File: config.mk
export PLATFORM = sky130hd
export DESIGN_NAME = uart_tx_core_flat
export DESIGN_NICKNAME = d
export VERILOG_FILES = /design/src/rtl/uart_tx_core_if.sv /design/src/rtl/uart_tx_core.sv /design/src/flat_wrapper.sv
export SDC_FILE = /design/constraint.sdc
export NUM_CORES = 1
export LEC_CHECK = 0
export BUFFER_PORTS_ARGS = -buffer_cell sky130_fd_sc_hd__buf_2
export CAP_MARGIN = 20
export CORE_MARGIN = 10
export CORE_UTILIZATION = 39
export DETAILED_ROUTE_END_ITERATION = 8
export SYNTH_ARGS = -nofsm -noshare
export SYNTH_HDL_FRONTEND = slang
export SYNTH_SLANG_ARGS = --single-unit
File: constraint.sdc
create_clock -name clock -period 3.6 [get_ports clock]
set_clock_uncertainty 0.2 [all_clocks]
set_input_delay 0.54 -clock clock [delete_from_list [all_inputs] [get_ports clock]]
set_output_delay 0.54 -clock clock [all_outputs]
set_load 0.03 [all_outputs]
File: src/rtl/uart_tx_core_if.sv
// uart_tx_core_if: start/data request and done/busy/line status between the UART slave and the transmitter
interface uart_tx_core_if;
  logic       TX_start;
  logic [7:0] TX_data;
  logic       TX_done;
  logic       TX_busy;
  logic       uart_TXD;
  modport master (output TX_start, TX_data, input TX_done, TX_busy, uart_TXD);
  modport slave  (input TX_start, TX_data, output TX_done, TX_busy, uart_TXD);
endinterface

File: src/rtl/uart_tx_core.sv
// uart_tx_core: 8N1 UART transmitter, LSB first; define UART_TX_PARITY_EN for an 8E1/8O1 frame
module uart_tx_core #(
  parameter int CLKS_PER_BIT = 434,
  parameter bit PARITY_ODD   = 1'b0
) (
  input logic           clock,
  input logic           resetn,
  uart_tx_core_if.slave bus
);
  localparam int CW = $clog2(CLKS_PER_BIT);
`ifdef UART_TX_PARITY_EN
  typedef enum logic [2:0] {IDLE, LOAD, START, DATA, PARITY, STOP} state_t;
`else
  typedef enum logic [2:0] {IDLE, LOAD, START, DATA, STOP} state_t;
`endif
  state_t        state, state_d;
  logic [CW-1:0] cnt, cnt_d;
  logic [2:0]    idx, idx_d;
  logic [7:0]    sh, sh_d;
  logic          txd, txd_d, done, done_d;
  logic          last;
  assign last        = cnt == CW'(CLKS_PER_BIT - 1);
  assign bus.TX_busy = state != IDLE;
  assign bus.TX_done = done;
  assign bus.uart_TXD = txd;
  // state register; reset drives the line high immediately and aborts any frame
  always_ff @(posedge clock or negedge resetn)
    if (!resetn) state <= IDLE;
    else state <= state_d;
  // datapath registers: baud counter, bit index, shift register, line and done pulse
  always_ff @(posedge clock or negedge resetn)
    if (!resetn) begin
      cnt  <= '0;
      idx  <= '0;
      sh   <= '0;
      txd  <= 1'b1;
      done <= 1'b0;
    end else begin
      cnt  <= cnt_d;
      idx  <= idx_d;
      sh   <= sh_d;
      txd  <= txd_d;
      done <= done_d;
    end
  // next state and next line value, changing only at bit boundaries
  always_comb begin
    state_d = state;
    cnt_d   = last ? '0 : cnt + CW'(1);
    idx_d   = idx;
    sh_d    = sh;
    txd_d   = txd;
    done_d  = 1'b0;
    case (state)
      IDLE: begin
        cnt_d   = '0;
        state_d = bus.TX_start ? LOAD : IDLE;
      end
      LOAD: begin
        cnt_d   = '0;
        sh_d    = bus.TX_data;
        txd_d   = 1'b0;
        state_d = START;
      end
      START:
        if (last) begin
          idx_d   = '0;
          txd_d   = sh[0];
          state_d = DATA;
        end
      DATA:
        if (last && idx == 3'd7) begin
          idx_d = '0;
`ifdef UART_TX_PARITY_EN
          txd_d   = ^sh ^ PARITY_ODD;
          state_d = PARITY;
`else
          txd_d   = 1'b1 | PARITY_ODD;
          state_d = STOP;
`endif
        end else if (last) begin
          idx_d = idx + 3'd1;
          txd_d = sh[idx + 3'd1];
        end
`ifdef UART_TX_PARITY_EN
      PARITY:
        if (last) begin
          txd_d   = 1'b1;
          state_d = STOP;
        end
`endif
      STOP:
        if (last) begin
          done_d  = 1'b1;
          state_d = IDLE;
        end
      default: state_d = IDLE;
    endcase
  end
endmodule

File: src/flat_wrapper.sv
// flat-port wrapper written by rule: the top's interface ports become plain ports
module uart_tx_core_flat 
#(
  parameter int CLKS_PER_BIT = 434,
  parameter bit PARITY_ODD   = 1'b0
)
  (clock, resetn, bus_TX_start, bus_TX_data, bus_TX_done, bus_TX_busy, bus_uart_TXD);
  uart_tx_core_if bus_i ();
  input logic clock;
  input logic resetn;
  input wire logic [$bits(bus_i.TX_start)-1:0] bus_TX_start;
  input wire logic [$bits(bus_i.TX_data)-1:0] bus_TX_data;
  output wire logic [$bits(bus_i.TX_done)-1:0] bus_TX_done;
  output wire logic [$bits(bus_i.TX_busy)-1:0] bus_TX_busy;
  output wire logic [$bits(bus_i.uart_TXD)-1:0] bus_uart_TXD;
  assign bus_i.TX_start = bus_TX_start;
  assign bus_i.TX_data = bus_TX_data;
  assign bus_TX_done = bus_i.TX_done;
  assign bus_TX_busy = bus_i.TX_busy;
  assign bus_uart_TXD = bus_i.uart_TXD;
  uart_tx_core #(.CLKS_PER_BIT(CLKS_PER_BIT), .PARITY_ODD(PARITY_ODD)) u_core (.clock(clock), .resetn(resetn), .bus(bus_i));
endmodule
Word level (Yosys, flattened, before mapping)
Index checks and enable logic that the tools add are counted.

cells by class
  bitwise gates (word level) = 0
  reduce and logical (&&, ||, !) cells = 9
  shift-type cells = 0
  multiply operators = 0
  add/sub/neg operators = 2
  divide/modulo/power cells = 0
  muxes and demuxes = 18
  eq/ne operators = 10
  magnitude comparators = 1

operator list
  cell                   count
  $mux W9                2
  $mux W3                5
  $pmux W3 S5            1
  $add A9 B1 Y9 const B  1
  $eq A9 B9 Y1 const B   1
  $reduce_and A3 Y1      3
  $mux W1                7
  $eq A3 B2 Y1 const B   2
  $eq A3 B3 Y1 const B   2
  $ne A2 B1 Y1 const B   3
  $pmux W3 S2            1
  $reduce_bool A3 Y1     2
  $lt A3 B4 Y1 const B   1
  $add A3 B1 Y3 const B  1
  $bmux W1 S3            1
  $eq A3 B1 Y1 const B   1
  $logic_not A3 Y1       1
  $ne A3 B1 Y1 const B   1
  $pmux W1 S3            1
  $reduce_bool A2 Y1     1
  $reduce_or A2 Y1       1
  $logic_and A1 B1 Y1    1

word-level totals
  output and inout port bits = 3
  logic and storage cells = 46
  bits in read-only memories = 0
  bits in registers = 25
  latch bits = 0
  memories = 0
  bits in writable memories = 0

Logic depth before layout (Yosys ltp)
  depth after elaboration = 6
  depth in mapped cells = 7

Worst setup path after synthesis
Ideal clock, no wire load.

  path type = register to register
  from = register u_core.cnt[6]
  to = register u_core.idx[0]
  path buffers = 1
  setup time = 125 ps
  cell stages (with the launch flop) = 6
  required time = 3275 ps
  data arrival time = 1774 ps
  clock period less this slack = 2099 ps
  slack = 1501 ps
  cells stage by stage = dfrtp_1 -> or3_1 -> or3_1 -> buf_6 -> nor3b_4 -> mux2_2

between the ends
  word-level cells in the longest chain between the ends = 4

RTL lines
  what                                                               RTL line            text
  start, declared                                                    uart_tx_core.sv:17  logic [CW-1:0] cnt, cnt_d;
  start signal, assigned                                             uart_tx_core.sv:39  cnt <= cnt_d;
  $eq A9 B9 Y1 (*)                                                   uart_tx_core.sv:22  assign last = cnt == CW'(CLKS_PER_BIT - 1);
  $logic_and A1 B1 Y1                                                uart_tx_core.sv:71  if (last && idx == 3'd7) begin
  $ne A3 B1 Y1 (no line) / $mux W3 (equally long branches)           --
  $reduce_and A3 Y1 (no line) / $pmux W3 S2 (equally long branches)  --
  end signal, assigned                                               uart_tx_core.sv:40  idx <= idx_d;
  end, declared                                                      uart_tx_core.sv:18  logic [2:0] idx, idx_d;

Mark *: on every way between the ends. The rest lies on a longest branch, timed or not.
A chain may end at the register's enable or synchronous reset.

Worst setup path in the final report
  from = register u_core.idx[0]
  to = register u_core.txd (netlist: u_core.bus.uart_TXD)

between the ends
  word-level cells in the longest chain between the ends = 6

RTL lines
  what                           RTL line            text
  $add A3 B1 Y3                  uart_tx_core.sv:82  txd_d = sh[idx + 3'd1];
  $bmux W1 S3                    uart_tx_core.sv:82
  $mux W1 (implied by the code)  uart_tx_core.sv:82
  $mux W1                        uart_tx_core.sv:80  end else if (last) begin
  $mux W1                        uart_tx_core.sv:71
  $pmux W1 S3                    uart_tx_core.sv:53  case (state)
  end signal, assigned           uart_tx_core.sv:42  txd <= txd_d;
  end, declared                  uart_tx_core.sv:20  logic txd, txd_d, done, done_d;

Several ways; a longest one is shown, not always the timed one. The select of a mux whose other input is x is not followed.

==> results.py <==
metrics = {
    "yosys": {
        "synth_edf_count": 0,
        "synth-simple-area-share_pct": 18.31,
        "synthCells": 113,
        "synth_top_flop_cell": "dfrtp_1",
        "syn_area_per_cell_um2": 11.01,
        "synth-compound-area-share_pct": 5.734,
        "synthMuxAreaShare_pct": 12.68,
        "synth_top_family_by_area": "simple AND/OR/NAND/NOR gates",
        "syn_area_um2": 1244,
        "syn_nets": 128,
        "ys_seq_area_share_pct": 50.40,
        "yosys_warnings": 0,
        "synthArstFlopShare_pct": 100.0,
        "synth-xor-area-share_pct": 4.930,
        "synthAdderAreaFrac_pct": 4.024,
        "synth-seq-cells": 25,
        "synth.distinct_cells": 33,
    },
    "global_route": {
        "grt.overflow.total": 0,
        "grt_max_degree": 26,
        "grt_pass1_vias": 884,
        "antenna_found_initial": 0,
        "grt_first_pass_wirelength_um": 4015,
        "grt_usage_pct": 8.117,
    },
    "routing": {
        "drtIter0Drc": 32,
        "wirelength_um": 2245,
        "ant_nets": 0,
        "wl_per_cell_um": 13.13,
        "num_vias": 836,
        "vias_per_cell": 4.889,
        "dr.pass1.iters": 3,
        "drc": 0,
    },
    "timing": {
        "fin_crit_sh_pct": 65.38,
        "worstMarginPinSlew_ps": 630.4,
        "hold_ws_ps": 210.9,
        "max_slew_margin_pct": 57.69,
        "hold_violations": 0,
        "final-setup-viol-count": 0,
        "fin_crit_ps": 2354,
        "tns_ps": 0,
        "fmax_ghz": 0.4248,
        "rsz0062_at_grt": "false",
        "slew_viol_final": 0,
    },
    "critical_path": {
        "start_kind": "register",
        "critPathMaxFanout": 6,
        "worstSetupPathType": "reg2reg",
        "arrival_ps": 2410,
        "critPathRequiredTime_ps": 3660,
        "end_kind": "register",
    },
    "clocking": {
        "cts_root_buf": "clkbuf_4",
        "clk_pin_slew_ps": 140,
        "cts_tree": "built",
        "cts_sinks": 25,
        "cts.htree.levels": 1,
        "clk_latency_ps": 320,
        "cts_buffers": 3,
        "clock_path_buffers": 2,
    },
    "power": {
        "power_density_nw_per_um2": 476.8,
        "netSwitchingFraction_pct": 30.85,
        "p_int_mw": 0.4558,
        "leakagePower_nw": 0.6139,
        "seqPwrFrac_pct": 60.1,
        "ir_drop_v": 0.0003238,
        "switchingPower_mw": 0.2034,
        "clkPwrFrac_pct": 19.1,
        "p_comb_share_pct": 20.8,
    },
    "finish": {
        "num_antenna_cells": 0,
        "nets": 143,
        "final_common_cell": "dfrtp_1",
        "final_cell_mix": "dfrtp_1, nor2_1, buf_2, mux2_2, nand2_1",
        "drive_gt1_share_pct": 25.98,
        "syn2layout_area_growth_pct": 11.17,
        "fillerInstances": 329,
    },
    "job": {
        "max-cap-violations": 0,
    },
    "die": {
        "die-area_um2": 5848,
        "core_area_um2": 3053,
        "row_count": 20,
        "initial_core_util_pct": 40.74,
        "die_w_um": 76.47,
        "die_h_um": 76.47,
        "num_io_pins": 14,
    },
    "place": {
        "place_hpwl_um": 1684,
        "place.gp.congestion": 0.7601,
        "io_buffers": 13,
    },
    "outcome": {
        "status": "complete, no violations",
    },
    "hold_path": {
        "hp-class": "in2reg",
    },
}
## area by class of cell
cell class | count | area, um2 | area share (%)
Sequential cell | 25 | 626.9 | 45.34
Multi-Input combinational cell | 77 | 568.0 | 41.09
Timing Repair Buffer | 15 | 82.58 | 5.973
Tap cell | 44 | 55.05 | 3.982
Clock buffer | 3 | 22.52 | 1.629
Inverter | 6 | 22.52 | 1.629
Clock inverter | 1 | 5.005 | 0.3620
## worst paths after layout
check / endpoint / startpoint / slack (ps) / depth (start not counted)
hold / removal: u_core.sh[0] / bus_TX_data[0] / 210 / 3
hold reg to reg: u_core.sh[7] / u_core.sh[7] / 320 / 1
min in group asynchronous: u_core.idx[0] / resetn / 530 / 2
max in group asynchronous: u_core.cnt[6] / resetn / 2300 / 2
setup / recovery: u_core.bus.uart_TXD / u_core.idx[0] / 1250 / 6
setup reg to reg: u_core.bus.uart_TXD / u_core.idx[0] / 1250 / 6
## power by group through the flow
| stage | logic, mW | registers (mW) | clock network, mW |
|---|---|---|---|
| after detailed placement | 0.139 | 0.402 | 0 |
| final | 0.137 | 0.396 | 0.126 |
| after global routing | 0.161 | 0.409 | 0.145 |
| after global placement | 0.133 | 0.399 | 0 |
| after floorplan | 0.117 | 0.383 | 0 |
| after CTS | 0.140 | 0.396 | 0.132 |
## critical path, stage by stage (launching register included)
cell     delay (ps)
dfrtp_1         520
ha_1            200
ha_1            190
inv_1            70
or4_1           540
a311o_1         380
a32oi_1         190
## metal layers
layer / up-vias / share of wire (%) / global-route usage [%]
met5: - / 0 / 0
met2: 10 / 44 / 12.67
met4: 0 / 0.76 / 1.673
met1: 403 / 51 / 10.45
li1: 418 / - / -
met3: 5 / 4.3 / 2.948
## sequential cells by signal (all words and copies together), names as in the netlist
name                 flops
u_core.bus.TX_done       1
u_core.bus.uart_TXD      1
u_core.cnt               9
u_core.idx               3
u_core.sh                8
u_core.state             3
## per-stage QoR
step,util (%),setup WS (ps),cell area (um2),power (mW),std cells
global placement,44.06,1311,1345,0.5319,166
floorplan,-,1501,1244,0.4996,113
global route,45.29,1160,1383,0.7150,171
detailed placement,44.06,1273,1345,0.5410,166
CTS,45.29,1245,1383,0.6684,171
finish,45.29,1246,1383,0.6592,171
## logic make-up after synthesis
logic type               count (synthesis)
XOR/XNOR                                 7
flip-flops                              25
buffers and inverters                   11
adder cells (fa/ha/maj)                  4
AND/OR/NAND/NOR                         43
multiplexers                            13
AO/OA/AOI/OAI                           10
## Yosys cell counts (2+ instances only)
cell type	n	area, um2
nor2b_1	3	18.77
a21oi_1	2	10.01
dfrtp_1	24	600.6
and3_1	2	12.51
mux2_2	12	135.1
xnor2_1	4	35.03
clkbuf_1	4	15.01
or3_1	3	18.77
inv_1	6	22.52
nor2_1	14	52.55
nand3_1	4	20.02
xor2_1	3	26.28
nand2_1	8	30.03
nor3_1	2	10.01
ha_1	4	50.05
## what timing repair did
item                       CTS  global route
setup buffers                0             0
hold endpoints to repair    11             0
hold buffers                 1             0
setup endpoints to repair    0             0
resized for setup            0             0
No activity file was read; power rests on OpenSTA's default activity.
